`src/rtl/lmc_program_loader.sv`:
```
// Program RAM writer for the LMC: receives a framed image (length, bytes, checksum),
// writes it into RAM, reads it back to verify, and holds the CPU until it is good.
module lmc_program_loader #(
  parameter int ADDR_WIDTH = 2,
  parameter int DATA_WIDTH = 8
) (
  input  logic                  timer555,
  input  logic                  reset_count_n,
  input  logic                  start,
  input  logic                  in_valid,
  input  logic [DATA_WIDTH-1:0] in_data,
  output logic                  in_ready,
  output logic                  mem_we,
  output logic [ADDR_WIDTH-1:0] mem_addr,
  output logic [DATA_WIDTH-1:0] mem_wdata,
  input  logic [DATA_WIDTH-1:0] mem_rdata,
  output logic                  cpu_hold,
  output logic                  done,
  output logic                  error
);

  localparam int DEPTH = 2 ** ADDR_WIDTH;
  localparam int CW    = ADDR_WIDTH + 1;
  localparam int LW    = DATA_WIDTH + 1;
  localparam logic [CW-1:0] DEPTH_C = CW'(DEPTH);
  localparam logic [LW-1:0] DEPTH_L = LW'(DEPTH);

  typedef enum logic [2:0] {
    ST_IDLE   = 3'd0,
    ST_LEN    = 3'd1,
    ST_DATA   = 3'd2,
    ST_WRITE  = 3'd3,
    ST_CSUM   = 3'd4,
    ST_VERIFY = 3'd5,
    ST_DONE   = 3'd6,
    ST_ERROR  = 3'd7
  } state_t;

  state_t                state_r;
  logic                  in_ready_r;
  logic                  mem_we_r;
  logic [ADDR_WIDTH-1:0] mem_addr_r;
  logic [DATA_WIDTH-1:0] mem_wdata_r;
  logic                  cpu_hold_r;
  logic                  done_r;
  logic                  error_r;
  logic [CW-1:0]         n_r;
  logic [CW-1:0]         count_r;
  logic [DATA_WIDTH-1:0] sum_r;
  logic [DATA_WIDTH-1:0] csum_r;
  logic [DATA_WIDTH-1:0] rsum_r;

  logic          xfer_s;
  logic [CW-1:0] count_inc_s;

  assign xfer_s      = in_valid & in_ready_r;
  assign count_inc_s = count_r + CW'(1);

  // Load sequencer: stream intake, RAM write strobes, read-back verify and status flags.
  always_ff @(posedge timer555 or negedge reset_count_n) begin
    if (!reset_count_n) begin
      state_r     <= ST_IDLE;
      in_ready_r  <= 1'b0;
      mem_we_r    <= 1'b0;
      mem_addr_r  <= '0;
      mem_wdata_r <= '0;
      cpu_hold_r  <= 1'b0;
      done_r      <= 1'b0;
      error_r     <= 1'b0;
      n_r         <= '0;
      count_r     <= '0;
      sum_r       <= '0;
      csum_r      <= '0;
      rsum_r      <= '0;
    end else begin
      mem_we_r <= 1'b0;
      case (state_r)
        ST_IDLE, ST_DONE, ST_ERROR: begin
          if (start) begin
            state_r    <= ST_LEN;
            in_ready_r <= 1'b1;
            cpu_hold_r <= 1'b1;
            done_r     <= 1'b0;
            error_r    <= 1'b0;
            sum_r      <= '0;
            count_r    <= '0;
            mem_addr_r <= '0;
          end
        end
        ST_LEN: begin
          if (xfer_s) begin
            // A zero length byte stands for a full RAM image.
            if (LW'(in_data) > DEPTH_L) begin
              state_r    <= ST_ERROR;
              in_ready_r <= 1'b0;
              error_r    <= 1'b1;
            end else begin
              n_r     <= (in_data == '0) ? DEPTH_C : CW'(in_data);
              state_r <= ST_DATA;
            end
          end
        end
        ST_DATA: begin
          if (xfer_s) begin
            mem_wdata_r <= in_data;
            sum_r       <= sum_r + in_data;
            mem_we_r    <= 1'b1;
            in_ready_r  <= 1'b0;
            state_r     <= ST_WRITE;
          end
        end
        ST_WRITE: begin
          count_r    <= count_inc_s;
          in_ready_r <= 1'b1;
          if (count_inc_s == n_r) begin
            mem_addr_r <= '0;
            state_r    <= ST_CSUM;
          end else begin
            mem_addr_r <= mem_addr_r + ADDR_WIDTH'(1);
            state_r    <= ST_DATA;
          end
        end
        ST_CSUM: begin
          if (xfer_s) begin
            csum_r     <= in_data;
            in_ready_r <= 1'b0;
            if (in_data != sum_r) begin
              state_r <= ST_ERROR;
              error_r <= 1'b1;
            end else begin
              rsum_r  <= '0;
              count_r <= '0;
              state_r <= ST_VERIFY;
            end
          end
        end
        ST_VERIFY: begin
          // N read-back samples, then one cycle to compare the accumulated sum.
          if (count_r != n_r) begin
            rsum_r     <= rsum_r + mem_rdata;
            mem_addr_r <= mem_addr_r + ADDR_WIDTH'(1);
            count_r    <= count_inc_s;
          end else begin
            mem_addr_r <= '0;
            if (rsum_r == csum_r) begin
              state_r    <= ST_DONE;
              done_r     <= 1'b1;
              cpu_hold_r <= 1'b0;
            end else begin
              state_r <= ST_ERROR;
              error_r <= 1'b1;
            end
          end
        end
        default: begin
          state_r    <= ST_ERROR;
          in_ready_r <= 1'b0;
          cpu_hold_r <= 1'b1;
          error_r    <= 1'b1;
        end
      endcase
    end
  end

  assign in_ready  = in_ready_r;
  assign mem_we    = mem_we_r;
  assign mem_addr  = mem_addr_r;
  assign mem_wdata = mem_wdata_r;
  assign cpu_hold  = cpu_hold_r;
  assign done      = done_r;
  assign error     = error_r;

endmodule

```
`config.mk`:
```
export PLATFORM = sky130hd
export DESIGN_NAME = lmc_program_loader
export DESIGN_NICKNAME = d
export VERILOG_FILES = /design/src/rtl/lmc_program_loader.sv
export SDC_FILE = /design/constraint.sdc
export NUM_CORES = 1
export LEC_CHECK = 0
export CORE_MARGIN = 1.5
export CORE_UTILIZATION = 55
export CTS_CLUSTER_SIZE = 8
export DETAILED_ROUTE_END_ITERATION = 16
export PLACE_DENSITY = 0.78
export SYNTH_ARGS = -nofsm -noshare
export SYNTH_HDL_FRONTEND = slang
export SYNTH_SLANG_ARGS = --single-unit
export TNS_END_PERCENT = 1
```
`constraint.sdc`:
```
create_clock -name timer555 -period 4.4 [get_ports timer555]
set_clock_uncertainty 0.2 [all_clocks]
set_input_delay 0.66 -clock timer555 [delete_from_list [all_inputs] [get_ports timer555]]
set_output_delay 0.66 -clock timer555 [all_outputs]
set_load 0.01 [all_outputs]
```
==> flow_summary_export.csv <==
group,metric,value,unit
power_and_ir_drop,p_comb_share,49.7,%
logic_synthesis,synth_top_cell_by_area,"dfrtp_1",
floorplanning,fp-row-count,26,
global_route,grt_pass1_vias,2452,
route,drc,0,
final_layout,areaGrowthSynthToFinish,15.3,%
floorplanning,die-area,0.00598,sq mm
power_and_ir_drop,p_per_area,625,mW/mm^2
global_route,antenna_found_initial,0,
power_and_ir_drop,p_switching,0.925,mW
clock_tree,cts-root-buf,"clkbuf_8",
timing,setup_violations,0,
final_layout,antennaDiodeCount,0,
logic_synthesis,synthCells,330,
power_and_ir_drop,sequentialPowerShare,37.5,%
final_layout,layout-drive-gt1-share,6.96,%
logic_synthesis,netlist_area,0.00304,sq mm
min_path,worstHoldPathType,"reg -> reg",
place,port-buffer-count,34,
timing,worst_slew_margin_rel,29.7,%
power_and_ir_drop,p_leak,1.64,nW
worst_setup_path,crit_type,"in -> reg",
clock_tree,clk_latency,0.31,ns
logic_synthesis,ys_types,56,
timing,timing.final.max_slew_violations,0,
timing,hold_viol_final,0,
clock_tree,clk_path_buf_depth,2,
final_layout,nets,396,
logic_synthesis,synthArstFlopShare,100,%
worst_setup_path,max_stage_delay,0.51,ns
timing,layout_setup_ws,1.41,ns
timing,rsz0062_at_grt,"no",
floorplanning,initial_core_util,58.4,%
route,vias,2530,
logic_synthesis,synth_seq_area_share,39.5,%
logic_synthesis,yosys-top-cells-area,"dfrtp_1 (40%), nand2_1 (6.9%), ha_1 (6.2%)",
global_route,track_usage,25.3,%
worst_setup_path,cp.arrival,3.05,ns
route,wirelength,6980,um
flow_run,max_cap_violations,0,
timing,period_needed,2.99,ns
clock_tree,htreeDepth,2,
clock_tree,postCtsSetupBuffers,0,
place,hpwl,5110,um
route,first_pass_iters,5,
worst_setup_path,cp-end-kind,"flip-flop",
worst_setup_path,crit_chain,"clkdlybuf4s50_1 > ha_1 > nor4_4 > nand4_1 > a221o_1 > or4b_1 > nand2_1",
place,dpl_worst_slack,1.11,ns
timing,worst_pin_slew,1.05,ns
clock_tree,cts.clk_slew.worst_paths,0.10,ns
timing,fin_crit_sh,68.0,%
logic_synthesis,ys_dominant_reg_cell,"dfrtp_1",
logic_synthesis,synthTopCellsByCount,"nand2_1 (56), dfrtp_1 (48), nor2_1 (18), o21ai_0 (18)",
worst_setup_path,cp_slowest_cell,"or4b_1",
status,status,"finished, final reports clean",
route,viasPerCell,5.90,
route,drt_iter0_drc,209,
worst_setup_path,cp_data_required_time,4.46,ns
route,ant_nets,0,
clock_tree,cts_sinks,48,
floorplanning,die_w,77.3,um
floorplanning,ios,35,
timing,fmax,0.334,GHz
logic_synthesis,ys_warn_count,0,
worst_setup_path,cp_max_fo,6,
min_path,holdPathStages,2,
logic_synthesis,syn_nets,367,
global_route,grt_pass1_wl,11800,um
logic_synthesis,synth_top_area_share,39.5,%
power_and_ir_drop,switching_share,42.2,%
clock_tree,cts_tree,"done",
power_and_ir_drop,vdd_ir_drop_max,0.326,mV
route,post_drt_wl_per_cell,16.3,um
clock_tree,ctsResizeCount,0,
clock_tree,numCtsBuffers,5,
global_route,grt_overflow,0,
global_route,grt_max_degree,49,
logic_synthesis,yosysMostFrequentCell,"nand2_1",
clock_tree,cts-hold-fix-buffers,0,
place,place_congestion,0.892,
power_and_ir_drop,intPower,1.27,mW
worst_setup_path,reg2reg_depth,6,
worst_setup_path,critPathLaunchType,"primary input",
floorplanning,core-area,0.00520,sq mm
floorplanning,die_h,77.3,um
logic_synthesis,avgSynthCellArea,9.21,sq um
timing,tns,0,ns
final_layout,finish.instance_area,0.00350,sq mm
final_layout,postLayoutCoreUtil,67.3,%
logic_synthesis,yosys_register_bits,48,
logic_synthesis,synth_edf_count,0,
power_and_ir_drop,p_clk_share,12.8,%
place,placed_area,0.00341,sq mm
## worst max-delay path: cells and delay by family
| family | cells | cell delay [ns] |
|---|---|---|
| buffers and inverters | 1 | 0.50 |
| adder cells (fa/ha/maj) | 1 | 0.44 |
| AO/OA/AOI/OAI | 1 | 0.42 |
| AND/OR/NAND/NOR | 4 | 1.03 |
## placed cells by master (no fill, tap or decap), drive strengths merged, types with 2 or more instances in the layout
cell type,instances
a21oi,15
and3,3
inv,8
o2111ai,2
a221o,3
a21o,6
xor2,15
nand4,3
o21ai,23
o211ai,4
nand2b,5
a22o,5
nand2,56
o21bai,2
nand3,10
clkdlybuf4s50,33
dfrtp,48
nor3b,5
o31ai,5
xnor2,6
nor2,18
clkbuf,6
or3,3
nor3,10
fa,2
ha,15
mux2i,3
nor4,6
mux2,12
nor2b,4
## worst paths after layout
kind                                          start                       end  slack, ns
max reg2reg                    sum_r[3]$_DFFE_PN0P_    count_r[2]$_DFFE_PN0P_       1.87
min                        mem_wdata[2]$_DFFE_PN0P_  mem_wdata[2]$_DFFE_PN0P_       0.28
min reg2reg                mem_wdata[2]$_DFFE_PN0P_  mem_wdata[2]$_DFFE_PN0P_       0.28
max in group asynchronous             reset_count_n     csum_r[2]$_DFFE_PN0P_       3.01
min in group asynchronous             reset_count_n  mem_wdata[1]$_DFFE_PN0P_       0.32
max                                      in_data[4]    count_r[2]$_DFFE_PN0P_       1.41
## state kept, by name, indices dropped and copies added (netlist names)
register,count
sum_r,8
in_ready,1
rsum_r,8
csum_r,8
mem_we,1
state_r,3
done,1
count_r,3
error,1
mem_wdata,8
cpu_hold,1
n_r,3
mem_addr,2
## final cells by class
class / instances / area [sq um]
multi-input combinational: 262 / 1760
fill: 440 / 1700
sequential: 48 / 1200
timing repair buffer: 34 / 335
tap: 70 / 87.6
clock buffer: 6 / 82.6
inverter: 8 / 30.0
clock inverter: 1 / 8.76
## power by group through the flow
stage                     logic (mW)  registers (mW)  clock network [mW]
final                           1.09           0.823               0.280
after floorplan                0.828           0.749                   0
after global placement          1.05           0.820                   0
after detailed placement        1.08           0.828                   0
after CTS                       1.09           0.821               0.288
after global routing            1.22           0.849               0.305
## layer usage
layer / vias to the layer above / global-route usage, % / wire (um)
li1: 1249 / - / -
met1: 1203 / 34.5 / 3310
met2: 60 / 38.6 / 3200
met3: 18 / 5.18 / 272
met4: 0 / 11.6 / 195
met5: - / 0 / 0
## per-stage QoR
| step | instances | hold WS, ns | total power [mW] |
|---|---|---|---|
| after floorplan | 330 | 0.164 | 1.58 |
| after global placement | 422 | 0.257 | 1.87 |
| after detailed placement | 422 | 0.266 | 1.91 |
| after CTS | 429 | 0.287 | 2.20 |
| after global routing | 429 | 0.314 | 2.38 |
| final | 429 | 0.280 | 2.19 |
## kinds of logic (layout without fill, tap and decap cells)
kind of cell | count (synthesis) | after routing | share of synthesized area [%]
multiplexers | 15 | 15 | 5.43
buffers and inverters | 20 | 49 | 2.59
AND/OR/NAND/NOR | 130 | 130 | 21.1
AO/OA/AOI/OAI | 78 | 78 | 17.1
XOR/XNOR | 22 | 22 | 6.79
flip-flops | 48 | 48 | 39.5
adder cells (fa/ha/maj) | 17 | 17 | 7.49
Power figures use the tool's default switching activity.
